[config.mk]
export PLATFORM = sky130hd
export DESIGN_NAME = reorder_buffer_flat
export DESIGN_NICKNAME = d
export VERILOG_FILES = /design/src/rtl/reorder_buffer_if.sv /design/src/rtl/reorder_buffer.sv /design/src/flat_wrapper.sv
export SDC_FILE = /design/constraint.sdc
export NUM_CORES = 2
export LEC_CHECK = 0
export BUFFER_PORTS_ARGS = -buffer_cell sky130_fd_sc_hd__buf_2
export CORE_AREA = 2 2 322 324
export CTS_BUF_LIST = sky130_fd_sc_hd__clkbuf_16
export CTS_CLUSTER_SIZE = 28
export DETAILED_ROUTE_END_ITERATION = 8
export DIE_AREA = 0 0 324 326
export HOLD_SLACK_MARGIN = 0.1
export PLACE_DENSITY = 0.73
export SLEW_MARGIN = 20
export SYNTH_ARGS = -nofsm -noshare
export SYNTH_HDL_FRONTEND = slang
export SYNTH_SLANG_ARGS = --single-unit
[constraint.sdc]
create_clock -name CLK -period 45.8 [get_ports CLK]
set_clock_uncertainty 0.2 [all_clocks]
set_input_delay 2.29 -clock CLK [delete_from_list [all_inputs] [get_ports CLK]]
set_output_delay 2.29 -clock CLK [all_outputs]
set_load 0.05 [all_outputs]
[src/rtl/reorder_buffer_if.sv]
// Reorder buffer port bundle: dispatch/append, CDB broadcast, flush, and the
// in-order commit stream.
//   slave  : the reorder buffer (consumes append/CDB/flush/ack, drives commit side)
//   master : the surrounding pipeline (drives append/CDB/flush/ack, observes commit side)
interface reorder_buffer_if #(
  parameter int unsigned TAG_W  = 3,
  parameter int unsigned DEST_W = 5,
  parameter int unsigned PAY_W  = 144
);
  localparam int unsigned CDB_W = PAY_W + TAG_W + 1;

  logic              append;
  logic              S;
  logic [DEST_W-1:0] append_dest;
  logic [CDB_W-1:0]  CDB;
  logic              flush;
  logic              commit_ack;

  logic [TAG_W-1:0]  ROBTail;
  logic              full;
  logic              empty;
  logic              commit_valid;
  logic [TAG_W-1:0]  commit_tag;
  logic [DEST_W-1:0] commit_dest;
  logic              commit_S;
  logic [PAY_W-1:0]  commit_data;

  modport slave (
    input  append, S, append_dest, CDB, flush, commit_ack,
    output ROBTail, full, empty, commit_valid, commit_tag, commit_dest, commit_S, commit_data
  );

  modport master (
    output append, S, append_dest, CDB, flush, commit_ack,
    input  ROBTail, full, empty, commit_valid, commit_tag, commit_dest, commit_S, commit_data
  );
endinterface

[src/rtl/reorder_buffer.sv]
// In-order retirement queue. Allocates one entry per dispatched instruction
// (tag published on ROBTail), captures results from the CDB by tag, and
// retires entries strictly in program order under a valid/ack handshake.
// Ports:
//   CLK   : clock, all state on the rising edge
//   Reset : asynchronous, active-high
//   rob   : reorder_buffer_if.slave (append/S/append_dest/CDB/flush/commit_ack in;
//           ROBTail/full/empty/commit_* out, combinational from registered state)
module reorder_buffer #(
  parameter int unsigned TAG_W  = 3,
  parameter int unsigned DEST_W = 5,
  parameter int unsigned PAY_W  = 144
) (
  input  logic             CLK,
  input  logic             Reset,
  reorder_buffer_if.slave  rob
);
  localparam int unsigned DEPTH = 1 << TAG_W;
  localparam int unsigned CNT_W = TAG_W + 1;
  localparam int unsigned CDB_W = PAY_W + TAG_W + 1;

  logic [TAG_W-1:0]  head_q, head_d;
  logic [TAG_W-1:0]  tail_q, tail_d;
  logic [CNT_W-1:0]  count_q, count_d;
  logic [DEPTH-1:0]  busy_q, busy_d;
  logic [DEPTH-1:0]  ready_q, ready_d;
  logic [DEPTH-1:0]  s_q, s_d;
  logic [DEST_W-1:0] dest_q [DEPTH];
  logic [DEST_W-1:0] dest_d [DEPTH];
  logic [PAY_W-1:0]  data_q [DEPTH];
  logic [PAY_W-1:0]  data_d [DEPTH];

  logic              full_c;
  logic              commit_valid_c;
  logic              append_acc_c;
  logic              commit_acc_c;
  logic              cdb_valid_c;
  logic [TAG_W-1:0]  cdb_tag_c;
  logic [PAY_W-1:0]  cdb_pay_c;

  // CDB field split: valid on top, tag below it, opaque payload at the bottom
  assign cdb_valid_c = rob.CDB[CDB_W-1];
  assign cdb_tag_c   = rob.CDB[PAY_W +: TAG_W];
  assign cdb_pay_c   = rob.CDB[PAY_W-1:0];

  assign full_c         = (count_q == CNT_W'(DEPTH));
  assign commit_valid_c = busy_q[head_q] & ready_q[head_q];
  // full blocks append even when a commit frees a slot this cycle
  assign append_acc_c   = rob.append & ~full_c & ~rob.flush;
  assign commit_acc_c   = commit_valid_c & rob.commit_ack & ~rob.flush;

  // Outputs from registered state only
  assign rob.ROBTail      = tail_q;
  assign rob.full         = full_c;
  assign rob.empty        = (count_q == '0);
  assign rob.commit_valid = commit_valid_c;
  assign rob.commit_tag   = head_q;
  assign rob.commit_dest  = dest_q[head_q];
  assign rob.commit_S     = s_q[head_q];
  assign rob.commit_data  = data_q[head_q];

  // Next-state: CDB capture, then allocation (wins on tag clash), then retirement
  always_comb begin
    head_d  = head_q;
    tail_d  = tail_q;
    count_d = count_q;
    busy_d  = busy_q;
    ready_d = ready_q;
    s_d     = s_q;
    dest_d  = dest_q;
    data_d  = data_q;

    if (rob.flush) begin
      head_d  = '0;
      tail_d  = '0;
      count_d = '0;
      busy_d  = '0;
      ready_d = '0;
    end else begin
      if (cdb_valid_c && busy_q[cdb_tag_c] && !ready_q[cdb_tag_c]) begin
        data_d[cdb_tag_c]  = cdb_pay_c;
        ready_d[cdb_tag_c] = 1'b1;
      end

      if (append_acc_c) begin
        busy_d[tail_q]  = 1'b1;
        ready_d[tail_q] = 1'b0;
        s_d[tail_q]     = rob.S;
        dest_d[tail_q]  = rob.append_dest;
        tail_d          = tail_q + TAG_W'(1);
      end

      if (commit_acc_c) begin
        busy_d[head_q]  = 1'b0;
        ready_d[head_q] = 1'b0;
        head_d          = head_q + TAG_W'(1);
      end

      count_d = count_q + CNT_W'(append_acc_c) - CNT_W'(commit_acc_c);
    end
  end

  // State registers; Reset clears everything including stored payloads
  always_ff @(posedge CLK or posedge Reset) begin
    if (Reset) begin
      head_q  <= '0;
      tail_q  <= '0;
      count_q <= '0;
      busy_q  <= '0;
      ready_q <= '0;
      s_q     <= '0;
      for (int unsigned i = 0; i < DEPTH; i++) begin
        dest_q[i] <= '0;
        data_q[i] <= '0;
      end
    end else begin
      head_q  <= head_d;
      tail_q  <= tail_d;
      count_q <= count_d;
      busy_q  <= busy_d;
      ready_q <= ready_d;
      s_q     <= s_d;
      dest_q  <= dest_d;
      data_q  <= data_d;
    end
  end
endmodule

[src/flat_wrapper.sv]
// flat-port wrapper written by rule: the top's interface ports become plain ports
module reorder_buffer_flat 
#(
  parameter int unsigned TAG_W  = 3,
  parameter int unsigned DEST_W = 5,
  parameter int unsigned PAY_W  = 144
)
  (CLK, Reset, rob_append, rob_S, rob_append_dest, rob_CDB, rob_flush, rob_commit_ack, rob_ROBTail, rob_full, rob_empty, rob_commit_valid, rob_commit_tag, rob_commit_dest, rob_commit_S, rob_commit_data);
  reorder_buffer_if #(.TAG_W(TAG_W), .DEST_W(DEST_W), .PAY_W(PAY_W)) rob_i ();
  input  logic CLK;
  input  logic Reset;
  input wire logic [$bits(rob_i.append)-1:0] rob_append;
  input wire logic [$bits(rob_i.S)-1:0] rob_S;
  input wire logic [$bits(rob_i.append_dest)-1:0] rob_append_dest;
  input wire logic [$bits(rob_i.CDB)-1:0] rob_CDB;
  input wire logic [$bits(rob_i.flush)-1:0] rob_flush;
  input wire logic [$bits(rob_i.commit_ack)-1:0] rob_commit_ack;
  output wire logic [$bits(rob_i.ROBTail)-1:0] rob_ROBTail;
  output wire logic [$bits(rob_i.full)-1:0] rob_full;
  output wire logic [$bits(rob_i.empty)-1:0] rob_empty;
  output wire logic [$bits(rob_i.commit_valid)-1:0] rob_commit_valid;
  output wire logic [$bits(rob_i.commit_tag)-1:0] rob_commit_tag;
  output wire logic [$bits(rob_i.commit_dest)-1:0] rob_commit_dest;
  output wire logic [$bits(rob_i.commit_S)-1:0] rob_commit_S;
  output wire logic [$bits(rob_i.commit_data)-1:0] rob_commit_data;
  assign rob_i.append = rob_append;
  assign rob_i.S = rob_S;
  assign rob_i.append_dest = rob_append_dest;
  assign rob_i.CDB = rob_CDB;
  assign rob_i.flush = rob_flush;
  assign rob_i.commit_ack = rob_commit_ack;
  assign rob_ROBTail = rob_i.ROBTail;
  assign rob_full = rob_i.full;
  assign rob_empty = rob_i.empty;
  assign rob_commit_valid = rob_i.commit_valid;
  assign rob_commit_tag = rob_i.commit_tag;
  assign rob_commit_dest = rob_i.commit_dest;
  assign rob_commit_S = rob_i.commit_S;
  assign rob_commit_data = rob_i.commit_data;
  reorder_buffer #(.TAG_W(TAG_W), .DEST_W(DEST_W), .PAY_W(PAY_W)) u_core (.CLK(CLK), .Reset(Reset), .rob(rob_i));
endmodule
== After elaboration in Yosys (flattened, before gate mapping) ==
Index checks and enable logic that the tools add are counted.
Storage, ports and cells
  bits in registers: 1226
  bits of input ports: 159
Cells by class
  $add $sub $neg: 4
  magnitude comparators: 11
  eq/ne operators: 1
  mux-type cells: 44
  bitwise logic cells: 17
  reduce and logical (&&, ||, !) cells: 13
Operators by type and width (number)
  $bwmux 1152: 1
  $bmux 144 s3: 1
  $demux 144 s3: 1
  $mux 144: 3
  $mux 8: 10
  $bwmux 40: 1
  $and 8x8->8: 3
  $not 8->8: 2
  $or 8x8->8: 2
  $bmux 1 s3: 5
  $bmux 5 s3: 1
  $demux 5 s3: 1
  $mux 5: 3
  $ge 4x4->1 const B: 3
  $lt 3x4->1 const B: 3
  $mux 3: 4
  $not 3->4: 3
  $demux 1 s3: 3
  $ge 3x1->1 const B: 3
  $bwmux 8: 1
  $lt 4x1->1 const B: 2
  $mux 1: 8
  $logic_and 1x1->1: 7
  $add 3x1->3 const B: 2
  10 further kinds: 17

== Longest topological paths before layout ==
  depth in word-level cells: 13
  mapped depth: 12
  depth with buffers taken out: 11

== Worst setup path after synthesis ==
OpenSTA, ideal clock, no wires.
  kind: register to output
  start point: register u_core.head_q[0] (netlist: u_core.rob.commit_tag[0])
  end point: output rob_commit_data[0]
  arrival time: 3.131 ns
  path slack: 40.179 ns
  stages on the path, launching flop included: 8
  buffers on the path: 5
  cell sequence: dfrtp_1 > clkbuf_1 > buf_2 > buf_2 > buf_1 > buf_1 > mux2i_1 > o221ai_1
On the way
  cells in the longest elaborated chain, start to end: 4
Ends and longest elaborated chain
  from (decl): RTL line reorder_buffer.sv:22  | logic [TAG_W-1:0] head_q, head_d;
  from (signal assigned): RTL line reorder_buffer.sv:106  | head_q <= '0;
  from (signal assigned): RTL line reorder_buffer.sv:117  | head_q <= head_d;
  $not 3->4 (not written as such): RTL line reorder_buffer.sv:60  | assign rob.commit_data = data_q[head_q];
  $bmux 144 s3: RTL line reorder_buffer.sv:60
  $mux 144 (not written as such) (2 in a row): RTL line reorder_buffer.sv:60
  to (decl): RTL line flat_wrapper.sv:25  | output wire logic [$bits(rob_i.commit_data)-1:0] rob_commit_data;
No other way between the ends. The select of a mux whose other input is x is not followed.

== Final worst setup path ==
  start point: register u_core.head_q[0] (netlist: u_core.rob.commit_tag[0])
  end point: output rob_commit_data[58]
The elaborated chain is that of the path after synthesis.

==> flow_summary.yaml <==
routing:
  drc: 0
  wl_met1_um: 59860
  ant_nets: 0
  firstDrtPassIters: 5
  dr.max_layer_used: "met5"
  vias: 35280
  routed_wl_um: 135600
  routedWlPerCell_um: 22.82
  met3_length_um: 6767
  met2_length_um: 64600
  first_iter_violations: 2388
  viasPerCell: 5.939
setup_path:
  cp-end-kind: "output pin"
  critPathMaxStageDelay_ps: 980
  cp_num_cells: 7
  crit_chain: "buf_12, buf_12, buf_4, mux2i_1, o21ai_0, a221o_1, buf_2"
  cpMaxStageDelayCell: "dfrtp_4"
  rr_worst_depth: 12
  critPathLaunchType: "flop"
  r2r_end: "u_core.count_q[2]"
  rrSetupSlack_ps: 40690
  crit_top_cell: "buf_12"
  worstPathArrival_ps: 5390
  critPathTopFamily: "buffers and inverters"
  crit_path_max_fanout: 127
  r2r_start: "u_core.rob.commit_tag[1]"
  cp_data_required_time_ps: 43310
  path_buf_inv: 4
  critPathKind: "reg2out"
logic_synthesis:
  synth.distinct_cells: 54
  synthTopCellsByArea: "dfrtp_1, mux2_2, mux2i_1"
  synth.ff_latch_count: 1226
  synth_warnings: 0
  synth_flop_cell: "dfrtp_1"
  ys_seq_area_frac: 0.5493
  synth_top_cell_by_area: "dfrtp_1"
  synth_edf_count: 0
  async_flop_share: 1.000
  yosysTopAreaCellShare: 0.5493
  syn_avg_cell_area_sq_um: 13.18
  synth.net_count: 4407
  synth_area_sq_um: 55850
  synthCells: 4239
min_path:
  min_path_cells: 1
  holdCritStartpoint: "u_core.data_q[1018]"
  min_to: "u_core.data_q[1018]"
  min_path_type: "reg2reg"
clock_network:
  postCtsSetupRepairBufs: 0
  cts_tree: "yes"
  h-tree-depth: 4
  cts_hold_buf: 0
  clock-sinks: 1226
  path_clk_slew_ps: 60
  clockBufferDepth: 3
  root_buffer: "clkbuf_16"
  clk_latency_ps: 730
  cts_resized: 0
  numCtsBuffers: 134
grt:
  grt_max_degree: 180
  grt_pass1_vias: 36900
  grt_usage: 0.2598
  grt_pass1_wl_um: 213500
  grt_overflow_total: 0
  antenna_found_initial: 34
placed_design:
  gp_congestion: 0.7753
  place_hpwl_um: 74960
  portBuffers: 317
floorplan:
  num_rows: 118
  coreArea_sq_um: 102600
  die_h_um: 326
  chipWidth_um: 324
  die_area_sq_um: 105600
  num_io_pins: 318
  start_util: 0.5443
power_and_ir_drop:
  power_density_nw_per_um2: 40.85
  p_comb_frac: 0.117
  power.share.switching: 0.2577
  power_switching_w: 0.0006587
  clkPwrFrac: 0.394
  pwr-share-seq: 0.489
  p_leak_nw: 30.00
  internal-power_w: 0.001897
  peakVddDrop_v: 0.00003073
timing:
  worstMarginPinSlew_ps: 1156
  report.final.slew_viol_count: 0
  period_needed_ps: 7876
  hold_viol: 0
  fmax_ghz: 0.1270
  setup_tns_ps: 0
  fin_crit_sh: 0.1720
  holdWs_ps: 286.9
  rsz0062_at_grt: "false"
  relSlewSlack: 0.2290
  setup_viol: 0
finish:
  layout_common_cells: "dfrtp_1, mux2_2, mux2i_1"
  area_growth_pct: 12.03
  num-nets-final: 4611
  final_common_cell: "dfrtp_1"
  fin_util: 0.6098
  drive_above_1_share: 0.3275
job:
  cap_violations: 0
run_status:
  run_status: "finished clean"
## routing by layer
metal  vias up  global-route usage
li1      15760                   -
met1     18480              0.3525
met2       758              0.4167
met3       248             0.04942
met4        34             0.09581
met5         -                   0
## kinds of logic (layout without fill, tap and decap cells)
logic type               Yosys count  after routing  synth area share
other                              0             17                 0
multiplexers                    1655           1655            0.3254
adder cells (fa/ha/maj)            9              9          0.002151
AND/OR/NAND/NOR                  537            537           0.04008
buffers and inverters            325            629           0.02495
flip-flops                      1226           1226            0.5493
AO/OA/AOI/OAI                    482            482           0.05735
XOR/XNOR                           5              5         0.0007842
## cell usage after synthesis, types with 7 or more instances
| master | count |
|---|---|
| o221ai_1 | 49 |
| buf_4 | 20 |
| buf_1 | 93 |
| mux4_2 | 8 |
| mux2i_1 | 443 |
| a41oi_1 | 7 |
| buf_2 | 43 |
| clkbuf_1 | 142 |
| o21ai_0 | 249 |
| mux2_1 | 300 |
| mux2_2 | 903 |
| a21oi_1 | 51 |
| nor2_1 | 171 |
| inv_1 | 21 |
| ha_1 | 8 |
| dfrtp_1 | 1226 |
| a221o_1 | 98 |
| nand2_1 | 318 |
## worst max path at each step
| stage | startpoint | end | slack [ps] |
|---|---|---|---|
| after floorplan | Reset | u_core.busy_q[0] | 8770 |
| after global placement | Reset | u_core.data_q[658] | 38290 |
| after detailed placement | Reset | u_core.data_q[801] | 38250 |
| after CTS | u_core.rob.commit_tag[0] | rob_commit_data[57] | 37840 |
| after global routing | u_core.rob.commit_tag[0] | rob_commit_data[58] | 37620 |
| final | u_core.rob.commit_tag[0] | rob_commit_data[58] | 37920 |
## per-stage QoR
| step | area, sq um | total power, W | instances | setup slack [ps] |
|---|---|---|---|---|
| floorplan | 55850 | 0.001485 | 4239 | 8766 |
| global placement | 58440 | 0.001555 | 5687 | 38290 |
| detailed placement | 58440 | 0.001569 | 5687 | 38250 |
| CTS | 62520 | 0.002581 | 5923 | 37840 |
| global route | 62570 | 0.002667 | 5937 | 37620 |
| finish | 62570 | 0.002556 | 5940 | 37920 |
## worst register-to-register path, stage by stage, from the launching register on
cell,delay [ps]
dfrtp_4,420
buf_12,610
buf_4,860
buf_4,930
mux4_2,470
o2bb2ai_1,180
and2_1,190
ha_1,270
inv_1,40
ha_1,210
fa_1,400
xnor2_1,140
nor2_1,50
## state kept, by name, summed over array words and instances (netlist names)
signal / flops
u_core.busy_q: 8
u_core.count_q: 4
u_core.data_q: 1152
u_core.dest_q: 40
u_core.ready_q: 8
u_core.rob.ROBTail: 3
u_core.rob.commit_tag: 3
u_core.s_q: 8
## layout make-up
type | count | area [sq um]
clock buffer | 137 | 3428
multi-input combinational | 2688 | 23860
timing repair buffer | 372 | 2086
antenna | 17 | 42.54
sequential | 1226 | 30690
inverter | 21 | 87.58
clock inverter | 99 | 651.9
tap | 1380 | 1727
fill | 8076 | 40040
## power by group through the flow
| stage | logic, W | clock network [W] | registers, W |
|---|---|---|---|
| finish | 0.000300 | 0.00101 | 0.00125 |
| global route | 0.000328 | 0.00108 | 0.00126 |
| CTS | 0.000304 | 0.00103 | 0.00125 |
| detailed placement | 0.000302 | 0 | 0.00127 |
| global placement | 0.000294 | 0 | 0.00126 |
| floorplan | 0.000227 | 0 | 0.00126 |
No activity file was read; power rests on OpenSTA's default activity.
